===== src/rtl/tree_sum_sequencer.sv =====
// Job sequencer that streams chunks through an external adder tree and accumulates its outputs.
// Optional build macro TREE_SUM_SEQ_SAT_EN: accumulator saturates instead of wrapping.
module tree_sum_sequencer #(
  parameter int IN_NUM    = 8,
  parameter int BIT_WIDTH = 8,
  parameter int ACC_WIDTH = 24,
  parameter int LEN_WIDTH = 12
) (
  input  logic                        clock,
  input  logic                        n_rst,
  input  logic                        start,
  input  logic [LEN_WIDTH-1:0]        len,
  input  logic                        in_valid,
  output logic                        in_ready,
  input  logic [IN_NUM*BIT_WIDTH-1:0] in_values,
  output logic [IN_NUM*BIT_WIDTH-1:0] tree_in_values,
  input  logic [BIT_WIDTH-1:0]        tree_out_value,
  output logic [ACC_WIDTH-1:0]        result,
  output logic                        result_valid,
  input  logic                        result_ready,
  output logic                        busy
);

  localparam int ADD_DEPTH = (IN_NUM > 1) ? $clog2(IN_NUM) : 0;
  localparam int VW        = (ADD_DEPTH > 0) ? ADD_DEPTH : 1;

  typedef enum logic [1:0] {IDLE, FEED, DRAIN, DONE} state_t;

  state_t               state_q;
  logic [LEN_WIDTH-1:0] len_q, cnt_q, cnt_d;
  logic [VW-1:0]        vsr_q, vsr_d;
  logic [ACC_WIDTH-1:0] acc_q, acc_d;
  logic [ACC_WIDTH:0]   sum_w;
  logic                 in_ready_q, result_valid_q, busy_q;
  logic                 accept, acc_en;

  assign tree_in_values = in_values;
  assign accept         = in_valid & in_ready_q;
  assign cnt_d          = cnt_q + 1'b1;

  // vsr_q[VW-1] flags the cycle in which tree_out_value belongs to an accepted chunk
  if (ADD_DEPTH == 0) begin : g_comb_tree
    assign acc_en = accept;
    assign vsr_d  = '0;
  end else if (ADD_DEPTH == 1) begin : g_one_stage
    assign acc_en = vsr_q[0];
    assign vsr_d  = accept;
  end else begin : g_multi_stage
    assign acc_en = vsr_q[VW-1];
    assign vsr_d  = {vsr_q[VW-2:0], accept};
  end

  assign sum_w = {1'b0, acc_q} + {{(ACC_WIDTH+1-BIT_WIDTH){1'b0}}, tree_out_value};

`ifdef TREE_SUM_SEQ_SAT_EN
  assign acc_d = sum_w[ACC_WIDTH] ? {ACC_WIDTH{1'b1}} : sum_w[ACC_WIDTH-1:0];
`else
  assign acc_d = sum_w[ACC_WIDTH-1:0];
`endif

  always_ff @(posedge clock) begin
    if (!n_rst) begin
      state_q        <= IDLE;
      len_q          <= '0;
      cnt_q          <= '0;
      vsr_q          <= '0;
      acc_q          <= '0;
      in_ready_q     <= 1'b0;
      result_valid_q <= 1'b0;
      busy_q         <= 1'b0;
    end else begin
      vsr_q <= vsr_d;
      if (acc_en) acc_q <= acc_d;
      case (state_q)
        IDLE: begin
          if (start) begin
            acc_q  <= '0;
            cnt_q  <= '0;
            busy_q <= 1'b1;
            if (len != '0) begin
              len_q      <= len;
              in_ready_q <= 1'b1;
              state_q    <= FEED;
            end else begin
              result_valid_q <= 1'b1;
              state_q        <= DONE;
            end
          end
        end
        FEED: begin
          if (accept) begin
            cnt_q <= cnt_d;
            if (cnt_d == len_q) begin
              in_ready_q <= 1'b0;
              state_q    <= DRAIN;
            end
          end
        end
        DRAIN: begin
          // the last accumulate lands on the same edge the shift register empties
          if (vsr_q == '0) begin
            result_valid_q <= 1'b1;
            state_q        <= DONE;
          end
        end
        DONE: begin
          if (result_ready) begin
            result_valid_q <= 1'b0;
            busy_q         <= 1'b0;
            state_q        <= IDLE;
          end
        end
        default: state_q <= IDLE;
      endcase
    end
  end

  assign in_ready     = in_ready_q;
  assign result       = acc_q;
  assign result_valid = result_valid_q;
  assign busy         = busy_q;

endmodule


===== config.mk =====
export PLATFORM = sky130hd
export DESIGN_NAME = tree_sum_sequencer
export DESIGN_NICKNAME = d
export VERILOG_FILES = /design/src/rtl/tree_sum_sequencer.sv
export SDC_FILE = /design/constraint.sdc
export NUM_CORES = 1
export LEC_CHECK = 0
export ABC_CLOCK_PERIOD_IN_PS = 4700
export BUFFER_PORTS_ARGS = -buffer_cell sky130_fd_sc_hd__buf_2
export CAP_MARGIN = 20
export CORE_ASPECT_RATIO = 0.8
export CORE_UTILIZATION = 35
export CTS_BUF_LIST = sky130_fd_sc_hd__clkbuf_8 sky130_fd_sc_hd__clkbuf_16
export CTS_CLUSTER_SIZE = 16
export DETAILED_ROUTE_END_ITERATION = 12
export GPL_TIMING_DRIVEN = 0
export PLACE_DENSITY = 0.64
export RECOVER_POWER = 25
export SYNTH_ARGS = -nofsm -noshare
export SYNTH_HDL_FRONTEND = slang
export SYNTH_SLANG_ARGS = --single-unit

===== constraint.sdc =====
create_clock -name clock -period 4.7 [get_ports clock]
set_input_delay 0.47 -clock clock [delete_from_list [all_inputs] [get_ports clock]]
set_output_delay 0.47 -clock clock [all_outputs]
set_load 0.005 [all_outputs]

# After elaboration in Yosys (flattened, before gate mapping)

Index checks and enable logic that the tools add are counted.

Register bits: 56
Input port bits: 89
Output and inout bits: 91

$add $sub $neg: 2
Equal/unequal tests: 11
Mux-type cells: 25
Bitwise logic cells: 1
Reduce and logical (&&, ||, !) cells: 12

Operators with widths:

| cell                    | count |
|---|---|
| $mux W24                | 3 |
| $add A24 B8 Y24         | 1 |
| $mux W12                | 2 |
| $pmux W12 S2            | 1 |
| $reduce_and A5 Y1       | 3 |
| $ne A2 B2 Y1 const B    | 7 |
| $add A12 B1 Y12 const B | 1 |
| $eq A12 B12 Y1          | 1 |
| $mux W2                 | 6 |
| $reduce_bool A12 Y1     | 1 |
| $mux W1                 | 9 |
| $reduce_and A3 Y1       | 3 |
| $pmux W2 S4             | 1 |
| $eq A2 B2 Y1 const B    | 2 |
| $pmux W1 S2             | 2 |
| $reduce_bool A2 Y1      | 2 |
| $logic_not A3 Y1        | 1 |
| $pmux W1 S3             | 1 |
| $reduce_bool A3 Y1      | 1 |
| $eq A2 B1 Y1 const B    | 1 |
| $logic_not A2 Y1        | 1 |
| $and A1 B1 Y1           | 1 |

# Longest topological paths before layout

Gate-level depths: netlist (run 1).

Word-level depth: 5
Gate-level depth with buffers: 9
Mapped depth without buffers: 9

# Least setup slack after synthesis (run 1)

Ideal clock, no wire load.

Kind: in2reg
Start: input tree_out_value[0]
End: register acc_q[12] (netlist: result[12])
Library setup time: 128 ps
Arrival time: 2197 ps
Data required time: 4572 ps
Slack: 2375 ps
Stages on the path: 9
Buffers on the path: 0
Cells stage by stage: ha_1 fa_1 a21o_1 a21oi_1 o21bai_1 a21boi_1 nor4_1 xnor2_1 nor2_1

Longest elaborated chain between the ends: 4

Ends and longest elaborated chain:

| item                 | line | RTL |
|---|---|---|
| start, declared      | 17   | `input logic [BIT_WIDTH-1:0] tree_out_value,` |
| $add A24 B8 Y24 *    | 53   | `assign sum_w = {1'b0, acc_q} + {{(ACC_WIDTH+1-BIT_WIDTH){1'b0}}, tree_out_value};` |
| $mux W24 *           | 73   | `if (acc_en) acc_q <= acc_d;` |
| $mux W24             | 76   | `if (start) begin` |
| $mux W24 *           | 74   | `case (state_q)` |
| end signal, assigned | 67   | `acc_q <= '0;` |
| end signal, assigned | 73   |  |
| end signal, assigned | 77   | `acc_q <= '0;` |
| end, declared        | 32   | `logic [ACC_WIDTH-1:0] acc_q, acc_d;` |

Mark *: on every way between the ends. The rest lies on a longest branch, timed or not.
A chain may end at the register's enable or synchronous reset.

# Worst setup path in the final report (run 1)

Start: register acc_q[0] (netlist: result[0])
End: register acc_q[22] (netlist: result[22])

Longest elaborated chain between the ends: 4

Ends and longest elaborated chain:

| item              | line |
|---|---|
| $add A24 B8 Y24 * | 53 |
| $mux W24 *        | 73 |
| $mux W24          | 76 |
| $mux W24 *        | 74 |

Marks and branches as above.

==> results.yml, run 1 <==
worst_hold_path:
  hp-class: "in2reg"
clock_network:
  tritoncts: "yes"
  cts-root-to-sink-buffers: 2
  cts_repair_resize_count: 0
  cts.clk_slew.worst_paths_ns: 0.07
  htree_levels: 2
  clock-root-buffer: "sky130_fd_sc_hd__clkbuf_16"
  tritoncts.num_buffers: 5
  cts_post_setup_buffers_inserted: 0
  cts_hold_repair_buffers: 0
  cts_num_sinks: 56
  worst_skew_late_latency_ns: 0.29
logic_synthesis:
  synth_seq_cells: 56
  synthTopCellsByCount: "sky130_fd_sc_hd__buf_4 (64), sky130_fd_sc_hd__dfxtp_1 (56), sky130_fd_sc_hd__nor2_1 (42)"
  syn-mean-instance-area_um2: 8.35
  most_numerous_cell_in_the_yosys_netlist: "sky130_fd_sc_hd__buf_4"
  fraction_of_synthesized_cell_area_taken_by_the_top_area_cell_type_pct: 30.2
  synth_fp_nets: 550
  ys.warnings.count: 0
  yosys.area.top_type: "sky130_fd_sc_hd__dfxtp_1"
  synth_cells: 445
  yosys_most_used_dff: "sky130_fd_sc_hd__dfxtp_1"
  yosysUniqueCellTypes: 53
  synth_sequential_area_ratio_pct: 30.2
  async_reset_ff_share_pct: 0
  synth-edff-count: 0
  mapped_cell_area_mm2: 0.00372
  synthTopCellsByArea: "sky130_fd_sc_hd__dfxtp_1 (30%), sky130_fd_sc_hd__buf_4 (13%), sky130_fd_sc_hd__xnor2_1 (5.7%)"
floorplanning:
  core_area_mm2: 0.0103
  initial_utilization_pct: 36.1
  rows: 33
  die-area_mm2: 0.0110
  die_outline_height_um: 94.2
  floorplan.die.width_um: 117
  io_pins: 180
finish:
  num-nets-final: 672
  areaGrowthSynthToFinish_pct: 24.5
  multi_input_area_mm2: 0.00202
  num_antenna_cells: 0
  fraction_of_final_layout_cells_with_drive_strength_greater_than_1_pct: 34.0
  final.fill_count: 1015
  final-seq-area_mm2: 0.00112
sta:
  maxSlewHeadroom_pct: 46.1
  setup-violations-final: 0
  rsz0062_at_grt: "false"
  finalClockSkew_ns: 0.00759
  final_max_slew_viol_count: 0
  fmax_mhz: 382
  tightest_slew_ns: 0.808
  timing.setup.tns_ns: 0
  minimum_clock_period_after_layout_ns: 2.62
  fin_crit_sh_pct: 55.7
  hold_violations: 0
global_route:
  groute.usage.overall_pct: 16.8
  initial_antenna_violation_count: 0
  grt_first_pass_wirelength_um: 14500
  first_global_vias: 3152
  globalRoute.totalOverflow: 0
  grt_start_max_net_pins: 18
critical_path:
  setup.worst_path.start_class: "register"
  cpPeakStageDelay_ns: 0.60
  critical_path_class: "reg2reg"
  crit_required_ns: 4.86
  critical-path-slowest-cell: "sky130_fd_sc_hd__a21boi_1"
  critical_path.n_buffers_inverters: 0
  cpLargestDelayFamily: "compound AO/OA/AOI/OAI gates"
  crit_path_cell_trace: "ha_1 > fa_1 > a21o_1 > a21oi_1 > o21bai_1 > a21boi_1 > nor4b_1 > xnor2_1 > nor2_1"
  worst-path-max-fanout: 8
  critical_path_arrival_ns: 2.78
  critPathCaptureType: "register"
  setup.reg_to_reg.worst_slack_ns: 2.08
power:
  report.power.total_uw: 1340
  p_leak_uw: 0.00205
  highest_ir_drop_seen_on_vdd_mv: 0.165
  pwr_density_cell_mw_per_mm2: 289
placement:
  detailedPlacementHpwl_um: 7380
  numPortBuffers: 115
  gp_congestion: 0.848
job:
  max_cap_violations: 0
route:
  num_vias: 3431
  wire_per_inst_um: 13.2
  routed_wirelength_um: 9330
  drtPass1Iterations: 6
  post-route-drc-count: 0
  antenna_left: 0
  dr.first_iter.drc_count: 127
  route.detailed.vias_per_inst: 4.85
run_status:
  outcome: "finished, final reports clean"
worst min-delay path, cell delays in order:
cell and delay, ns:
sky130_fd_sc_hd__buf_2 0.10, sky130_fd_sc_hd__mux2i_1 0.06, sky130_fd_sc_hd__nor2_1 0.08
sequential cells by signal, summed over array words and instances, names as in the netlist:
register	count
len_q	12
in_ready	1
busy	1
result_valid	1
vsr_q	3
cnt_q	12
state_q	2
result	24
per-stage QoR:
| stage | utilization (%) | setup WS, ns | cell area (um^2) | std cells | hold WS, ns |
|---|---|---|---|---|---|
| 6_report | 45.0 | 2.08 | 4630 | 708 | 0.450 |
| 5_1_grt | 45.0 | 1.93 | 4630 | 708 | 0.459 |
| 4_1_cts | 45.1 | 2.06 | 4630 | 708 | 0.452 |
| 3_5_place_dp | 43.4 | 1.82 | 4470 | 700 | 0.435 |
| 3_3_place_gp | 43.4 | 1.93 | 4470 | 700 | 0.433 |
| 2_1_floorplan | - | 2.38 | 3720 | 445 | 0.432 |
cell type report:
type                       instances  share of cell area (%)
sequential                        56                    24.2
clock inverter                     3                   0.919
clock buffer                       5                    2.70
inverter                          11                   0.892
multi-input combinational        302                    43.8
buffer                            76                    11.4
timing repair buffer             115                    12.3
tap                              140                    3.79
cell families after synthesis:
family	after synthesis	synth area share [%]
simple gates	173	24.2
buf+inv	87	15.4
compound gates	59	10.8
flops	56	30.2
xor+xnor	35	8.65
mux	19	5.15
fa+ha+maj	16	5.59
layout by cell type, fill, tap and decap left out, types with 2 or more instances in the layout:
cell type,count
sky130_fd_sc_hd__or3_1,3
sky130_fd_sc_hd__a32oi_1,2
sky130_fd_sc_hd__a211oi_1,3
sky130_fd_sc_hd__clkbuf_1,14
sky130_fd_sc_hd__nor3b_1,4
sky130_fd_sc_hd__and4_1,3
sky130_fd_sc_hd__o21ai_0,8
sky130_fd_sc_hd__a21o_1,4
sky130_fd_sc_hd__nand2_1,38
sky130_fd_sc_hd__nor2_1,42
sky130_fd_sc_hd__o21a_1,3
sky130_fd_sc_hd__nand3_1,16
sky130_fd_sc_hd__nor4b_1,8
sky130_fd_sc_hd__dfxtp_1,56
sky130_fd_sc_hd__nor4_1,6
sky130_fd_sc_hd__a21oi_1,20
sky130_fd_sc_hd__buf_4,36
sky130_fd_sc_hd__mux2i_1,18
sky130_fd_sc_hd__ha_1,15
sky130_fd_sc_hd__buf_2,112
sky130_fd_sc_hd__a21boi_1,2
sky130_fd_sc_hd__nand2b_1,4
sky130_fd_sc_hd__clkbuf_4,28
sky130_fd_sc_hd__xnor2_1,24
sky130_fd_sc_hd__and2_1,4
sky130_fd_sc_hd__inv_1,10
sky130_fd_sc_hd__clkbuf_16,5
sky130_fd_sc_hd__a21boi_0,2
sky130_fd_sc_hd__nor2b_1,16
sky130_fd_sc_hd__xor2_1,10
sky130_fd_sc_hd__nor3_1,17
sky130_fd_sc_hd__o21bai_1,3
sky130_fd_sc_hd__a31oi_1,2
sky130_fd_sc_hd__and3_1,2
sky130_fd_sc_hd__nand4_1,4
sky130_fd_sc_hd__or2_2,2
power by group:
group,internal (uW),switching [uW]
combinational,170,214
sequential,503,28.4
clock,251,173
path summary, 6_finish.rpt:
path                 from            to  depth (start not counted)
max reg2reg     result[0]    result[22]                          9
min                len[9]      len_q[9]                          3
min reg2reg  result_valid  result_valid                          2
max             result[0]    result[22]                          9
routing by layer:
metal	vias to the layer above	track usage [%]	wire, um	part of all wire (%)
met1	1582	20.6	4090	44
met5	-	0	0	0
met3	10	2.32	512	5.5
met4	0	5.06	125	1.3
met2	127	30.0	4610	49
li1	1712	-	-	-
No activity file was read; power rests on OpenSTA's default activity.
==> run 2, diff against run 1 <==
--- a/config.mk
+++ b/config.mk
@@ -5,7 +5,7 @@
 export SDC_FILE = /design/constraint.sdc
 export NUM_CORES = 1
 export LEC_CHECK = 0
-export ABC_CLOCK_PERIOD_IN_PS = 4700
+export ABC_CLOCK_PERIOD_IN_PS = 2300
 export BUFFER_PORTS_ARGS = -buffer_cell sky130_fd_sc_hd__buf_2
 export CAP_MARGIN = 20
 export CORE_ASPECT_RATIO = 0.8
@@ -14,7 +14,7 @@
 export CTS_CLUSTER_SIZE = 16
 export DETAILED_ROUTE_END_ITERATION = 12
 export GPL_TIMING_DRIVEN = 0
-export PLACE_DENSITY = 0.64
+export PLACE_DENSITY = 0.67
 export RECOVER_POWER = 25
 export SYNTH_ARGS = -nofsm -noshare
 export SYNTH_HDL_FRONTEND = slang
==> constraint.sdc (replaced) <==
create_clock -name clock -period 2.3 [get_ports clock]
set_input_delay 0.23 -clock clock [delete_from_list [all_inputs] [get_ports clock]]
set_output_delay 0.23 -clock clock [all_outputs]
set_load 0.005 [all_outputs]
==> run 2 against run 1 <==
Highest routed layer unchanged. Critical path depth decreased by 1. Sequential cell count did not move. Critical path type unchanged. Hold slack lost 0.24 ns. Via count increased by 2.4%.
==> results.yml, run 2 (synthesis results as in run 1) <==
clock_network:
  cts-root-to-sink-buffers: 2
  cts.clk_slew.worst_paths_ns: 0.08
  tritoncts.num_buffers: 5
  cts_num_sinks: 56
  tritoncts: "yes"
  worst_skew_late_latency_ns: 0.29
  clock-root-buffer: "sky130_fd_sc_hd__clkbuf_16"
  htree_levels: 2
global_route:
  initial_antenna_violation_count: 0
  global_route.usage.met3_pct: 2.65
  met1_layer_usage_reported_by_global_route_pct: 22.2
  groute.usage.overall_pct: 17.5
  globalRouteMet2Util_pct: 30.7
  first_global_vias: 3127
  globalRoute.totalOverflow: 0
  grt_start_max_net_pins: 19
  layer_with_the_highest_usage: "met2"
  grt_first_pass_wirelength_um: 15100
placement:
  detailedPlacementHpwl_um: 7560
  numPortBuffers: 115
  gp_congestion: 0.841
sta:
  setup-violations-final: 0
  fmax_mhz: 436
  tightest_slew_ns: 0.701
  finalClockSkew_ns: 0.00564
  hold_violations: 0
  rsz0062_at_grt: "true"
  fin_crit_sh_pct: 99.8
  minimum_clock_period_after_layout_ns: 2.29
  final_max_slew_viol_count: 0
  maxSlewHeadroom_pct: 52.8
  worst_hold_slack_ns: 0.210
  timing.setup.tns_ns: 0
critical_path:
  critical-path-slowest-cell: "sky130_fd_sc_hd__dfxtp_4"
  cpLargestDelayFamily: "compound AO/OA/AOI/OAI gates"
  critical_path_class: "reg2reg"
  crit-reg2reg-launch: "cnt_q[0]"
  crit_path_cell_trace: "ha_2 > xor3_1 > or3_1 > a21oi_1 > a211oi_1 > a2111oi_4 > mux2i_1 > a31oi_1"
  setup.worst_path.start_class: "register"
  cpPeakStageDelay_ns: 0.39
  crit_required_ns: 2.47
  critical_path_arrival_ns: 2.46
  source_of_the_critical_timing_path: "cnt_q[0]"
  critical_path.n_buffers_inverters: 0
  critPathCaptureType: "register"
  worst-path-max-fanout: 7
power:
  pwr_density_cell_mw_per_mm2: 575
  pwr-share-seq_pct: 38.6
  comb_power_share_pct: 29.8
  p_leak_uw: 0.00217
  intPower_uw: 1930
  power.share.switching_pct: 31.6
  clockPowerShare_pct: 31.6
  highest_ir_drop_seen_on_vdd_mv: 0.364
  p_switching_uw: 891
finish:
  fraction_of_final_layout_cells_with_drive_strength_greater_than_1_pct: 39.3
  num-nets-final: 686
  areaGrowthSynthToFinish_pct: 31.9
  largest_register_ff_count: 24
  num_antenna_cells: 0
  final-seq-area_mm2: 0.00114
  multi_input_area_mm2: 0.00215
  layout.cells.most_common: "sky130_fd_sc_hd__buf_2"
  final.fill_count: 1010
  mostFrequentLayoutCells: "sky130_fd_sc_hd__buf_2 (103), sky130_fd_sc_hd__buf_4 (55), sky130_fd_sc_hd__dfxtp_1 (48)"
floorplanning:
  core_area_mm2: 0.0103
  io_pins: 180
  die_outline_height_um: 94.2
  floorplan.die.width_um: 117
  die-area_mm2: 0.0110
  rows: 33
  initial_utilization_pct: 36.1
route:
  drtPass1Iterations: 5
  route.detailed.vias_per_inst: 4.87
  num_vias: 3515
  antenna_left: 0
  routed_wirelength_um: 10200
  wire_per_inst_um: 14.1
  post-route-drc-count: 0
  dr.first_iter.drc_count: 177
worst_hold_path:
  hold_start: "len[9]"
  hp-class: "in2reg"
run_status:
  outcome: "finished, final reports clean"
job:
  max_cap_violations: 0
-- run 2: per-stage QoR --
| step | std cells | utilization [%] | area, um^2 | setup slack (ns) | power, uW |
|---|---|---|---|---|---|
| floorplan | 445 | - | 3720 | 0.121 | 1640 |
| global placement | 700 | 43.4 | 4470 | -0.221 | 1860 |
| detailed placement | 700 | 43.4 | 4470 | -0.328 | 1890 |
| CTS | 714 | 46.3 | 4760 | -0.0261 | 2810 |
| global route | 722 | 47.7 | 4900 | -0.0511 | 2990 |
| finish | 722 | 47.7 | 4900 | 0.00539 | 2820 |
-- run 2: cell type report --
type	instances	share of cell area, %
multi-input cells	302	43.8
clock inverters	3	0.945
repair buffers	129	13.7
flip-flops and latches	56	23.2
well taps	140	3.57
plain buffers	76	11.3
clock buffers	5	2.55
inverters	11	0.842
-- run 2: power groups by stage --
stage | registers, uW | clock network, uW | logic (uW)
2_1_floorplan | 1090 | 0 | 547
3_3_place_gp | 1100 | 0 | 758
3_5_place_dp | 1110 | 0 | 778
4_1_cts | 1090 | 910 | 812
5_1_grt | 1100 | 954 | 935
6_report | 1090 | 889 | 839
-- run 2: per-layer routing --
metal / part of all wire (%) / vias up
li1: - / 1738
met4: 1.1 / 0
met3: 7.8 / 12
met5: 0 / -
met1: 41 / 1593
met2: 50 / 172
-- run 2: what timing repair did --
action | 4_1_cts | 5_1_grt
gates resized for setup | 25 | 28
pin swaps | 6 | 10
hold buffers | 0 | 0
setup endpoints to repair | 33 | 37
buffers inserted | 6 | 8
-- run 2: tightest hold or removal path: stages --
cell and delay (ns):
sky130_fd_sc_hd__buf_2 0.10, sky130_fd_sc_hd__mux2i_1 0.07, sky130_fd_sc_hd__nor2_1 0.07
-- run 2: path summary, 6_finish.rpt --
| kind | to | slack [ns] | cells past startpoint |
|---|---|---|---|
| max reg2reg | state_q[1] | 0.005 | 8 |
| min reg2reg | result_valid | 0.46 | 2 |
| max | state_q[1] | 0.005 | 8 |
| min | len_q[9] | 0.21 | 3 |
==> run 3, diff against run 2 <==
--- a/config.mk
+++ b/config.mk
@@ -5,7 +5,7 @@
 export SDC_FILE = /design/constraint.sdc
 export NUM_CORES = 1
 export LEC_CHECK = 0
-export ABC_CLOCK_PERIOD_IN_PS = 2300
+export ABC_CLOCK_PERIOD_IN_PS = 2100
 export BUFFER_PORTS_ARGS = -buffer_cell sky130_fd_sc_hd__buf_2
 export CAP_MARGIN = 20
 export CORE_ASPECT_RATIO = 0.8
==> constraint.sdc (replaced) <==
create_clock -name clock -period 2.1 [get_ports clock]
set_input_delay 0.21 -clock clock [delete_from_list [all_inputs] [get_ports clock]]
set_output_delay 0.21 -clock clock [all_outputs]
set_load 0.005 [all_outputs]
==> run 3 against run 2 <==
Final area up 2.1%. Sequential share of layout area down 0.24 points. Via count about the same. First-iteration DRC count down 21%. Critical path depth down 1. The run now ends with setup timing left. Die area unchanged. Setup slack worse by 0.22 ns. Clock skew up 0.00069 ns. Register-to-register slack worse by 0.22 ns.
==> results.yml, run 3 (synthesis results as in run 1) <==
route:
  route.detailed.vias_per_inst: 4.86
  antenna_left: 0
  wire_per_inst_um: 13.6
  dr.first_iter.drc_count: 140
  drtPass1Iterations: 4
  routed_wirelength_um: 9830
  post-route-drc-count: 0
  num_vias: 3517
sta:
  fin_crit_sh_pct: 110
  hold_violations: 0
  fmax_mhz: 432
  setup-violations-final: 3
  minimum_clock_period_after_layout_ns: 2.31
  final_max_slew_viol_count: 0
  setup_ws_ns: -0.213
  finalClockSkew_ns: 0.00632
  tightest_slew_ns: 0.657
  maxSlewHeadroom_pct: 55.8
  rsz0062_at_grt: "true"
placement:
  gp_congestion: 0.920
  detailedPlacementHpwl_um: 7320
  dp_slack_ns: -0.425
  place_area_mm2: 0.00449
  numPortBuffers: 115
clock_network:
  cts-root-to-sink-buffers: 2
  htree_levels: 2
  cts.clk_slew.worst_paths_ns: 0.07
  cts_num_sinks: 56
  tritoncts.num_buffers: 5
  cts_hold_repair_buffers: 0
  tritoncts: "yes"
  clock-root-buffer: "sky130_fd_sc_hd__clkbuf_16"
  worst_skew_late_latency_ns: 0.29
global_route:
  globalRoute.totalOverflow: 0
  groute.usage.overall_pct: 17.1
  grt_start_max_net_pins: 16
  grt_first_pass_wirelength_um: 14700
  first_global_vias: 3120
  initial_antenna_violation_count: 0
critical_path:
  critical_path_class: "reg2reg"
  critical_path_arrival_ns: 2.48
  worst-path-max-fanout: 6
  setup.worst_path.start_class: "register"
  setup.reg_to_reg.worst_slack_ns: -0.21
  ff2ff_path_depth: 7
  cpPeakStageDelay_ns: 0.46
  critical-path-slowest-cell: "sky130_fd_sc_hd__or3_4"
  crit_required_ns: 2.27
  crit-reg2reg-launch: "cnt_q[4]"
  crit_path_cell_trace: "nand4_4 > or3_4 > xnor2_4 > nand4_1 > a2111oi_4 > mux2i_1 > a31oi_1"
  critPathCaptureType: "register"
  regToRegEndpoint: "state_q[1]"
finish:
  areaGrowthSynthToFinish_pct: 34.7
  mostFrequentLayoutCells: "sky130_fd_sc_hd__buf_2 (112), sky130_fd_sc_hd__buf_4 (48), sky130_fd_sc_hd__dfxtp_1 (44)"
  num_antenna_cells: 0
  num-nets-final: 688
  largest_register_ff_count: 24
  final_design_area_no_fill_mm2: 0.00501
  layout.cells.most_common: "sky130_fd_sc_hd__buf_2"
  fraction_of_final_layout_cells_with_drive_strength_greater_than_1_pct: 43.5
job:
  max_cap_violations: 0
worst_hold_path:
  hp-class: "in2reg"
  worstHoldPathCells: 3
  hold_path_end: "len_q[9]"
  hold_start: "len[9]"
floorplanning:
  rows: 33
  die_outline_height_um: 94.2
  floorplan.die.width_um: 117
  io_pins: 180
  initial_utilization_pct: 36.1
  die-area_mm2: 0.0110
  core_area_mm2: 0.0103
power:
  highest_ir_drop_seen_on_vdd_mv: 0.360
  p_leak_uw: 0.00222
  pwr_density_cell_mw_per_mm2: 596
run_status:
  outcome: "complete, but fails checks"
  failed_checks: "setup timing"
## run 3: worst max-delay path by stage
stage          slack [ns]  startpoint  cells past startpoint         end
2_1_floorplan       -0.01    cnt_q[4]                      7    in_ready
3_3_place_gp        -0.37    cnt_q[4]                      7    in_ready
3_5_place_dp        -0.43    cnt_q[4]                      7    in_ready
4_1_cts             -0.21    cnt_q[1]                      8  state_q[1]
5_1_grt             -0.32    cnt_q[4]                      7  state_q[1]
6_report            -0.21    cnt_q[4]                      7  state_q[1]
## run 3: per-layer routing
layer  global-route usage, %  up-vias  part of all wire, %  wire length, um
met5                       0        -                    0                0
met4                    5.38        0                  1.5              144
met3                    3.35       12                  6.0              591
met2                    28.5      125                   48             4680
met1                    22.0     1650                   45             4410
li1                        -     1730                    -                -
## run 3: power breakdown
part	total [uW]	leakage [uW]	switching (uW)	internal, uW
logic	961	0.00168	514	447
clock network	839	0.0000795	371	467
registers	1190	0.000462	63.2	1120
total	2980	0.00222	948	2040
## run 3: final cells by class
cell class | count | area [um^2]
flip-flops and latches | 56 | 1150
fillers | 975 | 5280
clock buffers | 6 | 139
repair buffers | 132 | 719
inverters | 11 | 41.3
well taps | 140 | 175
plain buffers | 75 | 548
clock inverters | 2 | 7.51
multi-input cells | 302 | 2220
## run 3: per-stage QoR
stage	utilization, %	instances	hold slack [ns]	TNS [ns]	power [uW]
after floorplan	-	445	0.338	-0.0146	1800
after global placement	43.6	700	0.434	-8.63	2040
after detailed placement	43.6	700	0.449	-10.27	2060
after CTS	47.0	713	0.177	-0.575	2970
after global routing	48.7	724	0.215	-0.931	3170
final	48.7	724	0.178	-0.557	2980
## run 3: repair_timing
| item | CTS | global route |
|---|---|---|
| cloned | 0 | 0 |
| pin swaps | 7 | 15 |
| setup endpoints to repair | 42 | 42 |
| buffers inserted | 5 | 12 |
| resized for setup | 37 | 30 |
## run 3: critical path: cells and delay by family, from the launching register on
family | cells | cell delay (ns)
AND/OR/NAND/NOR | 3 | 0.80
AO/OA/AOI/OAI | 2 | 0.54
flip-flops | 1 | 0.39
multiplexers | 1 | 0.26
XOR/XNOR | 1 | 0.20
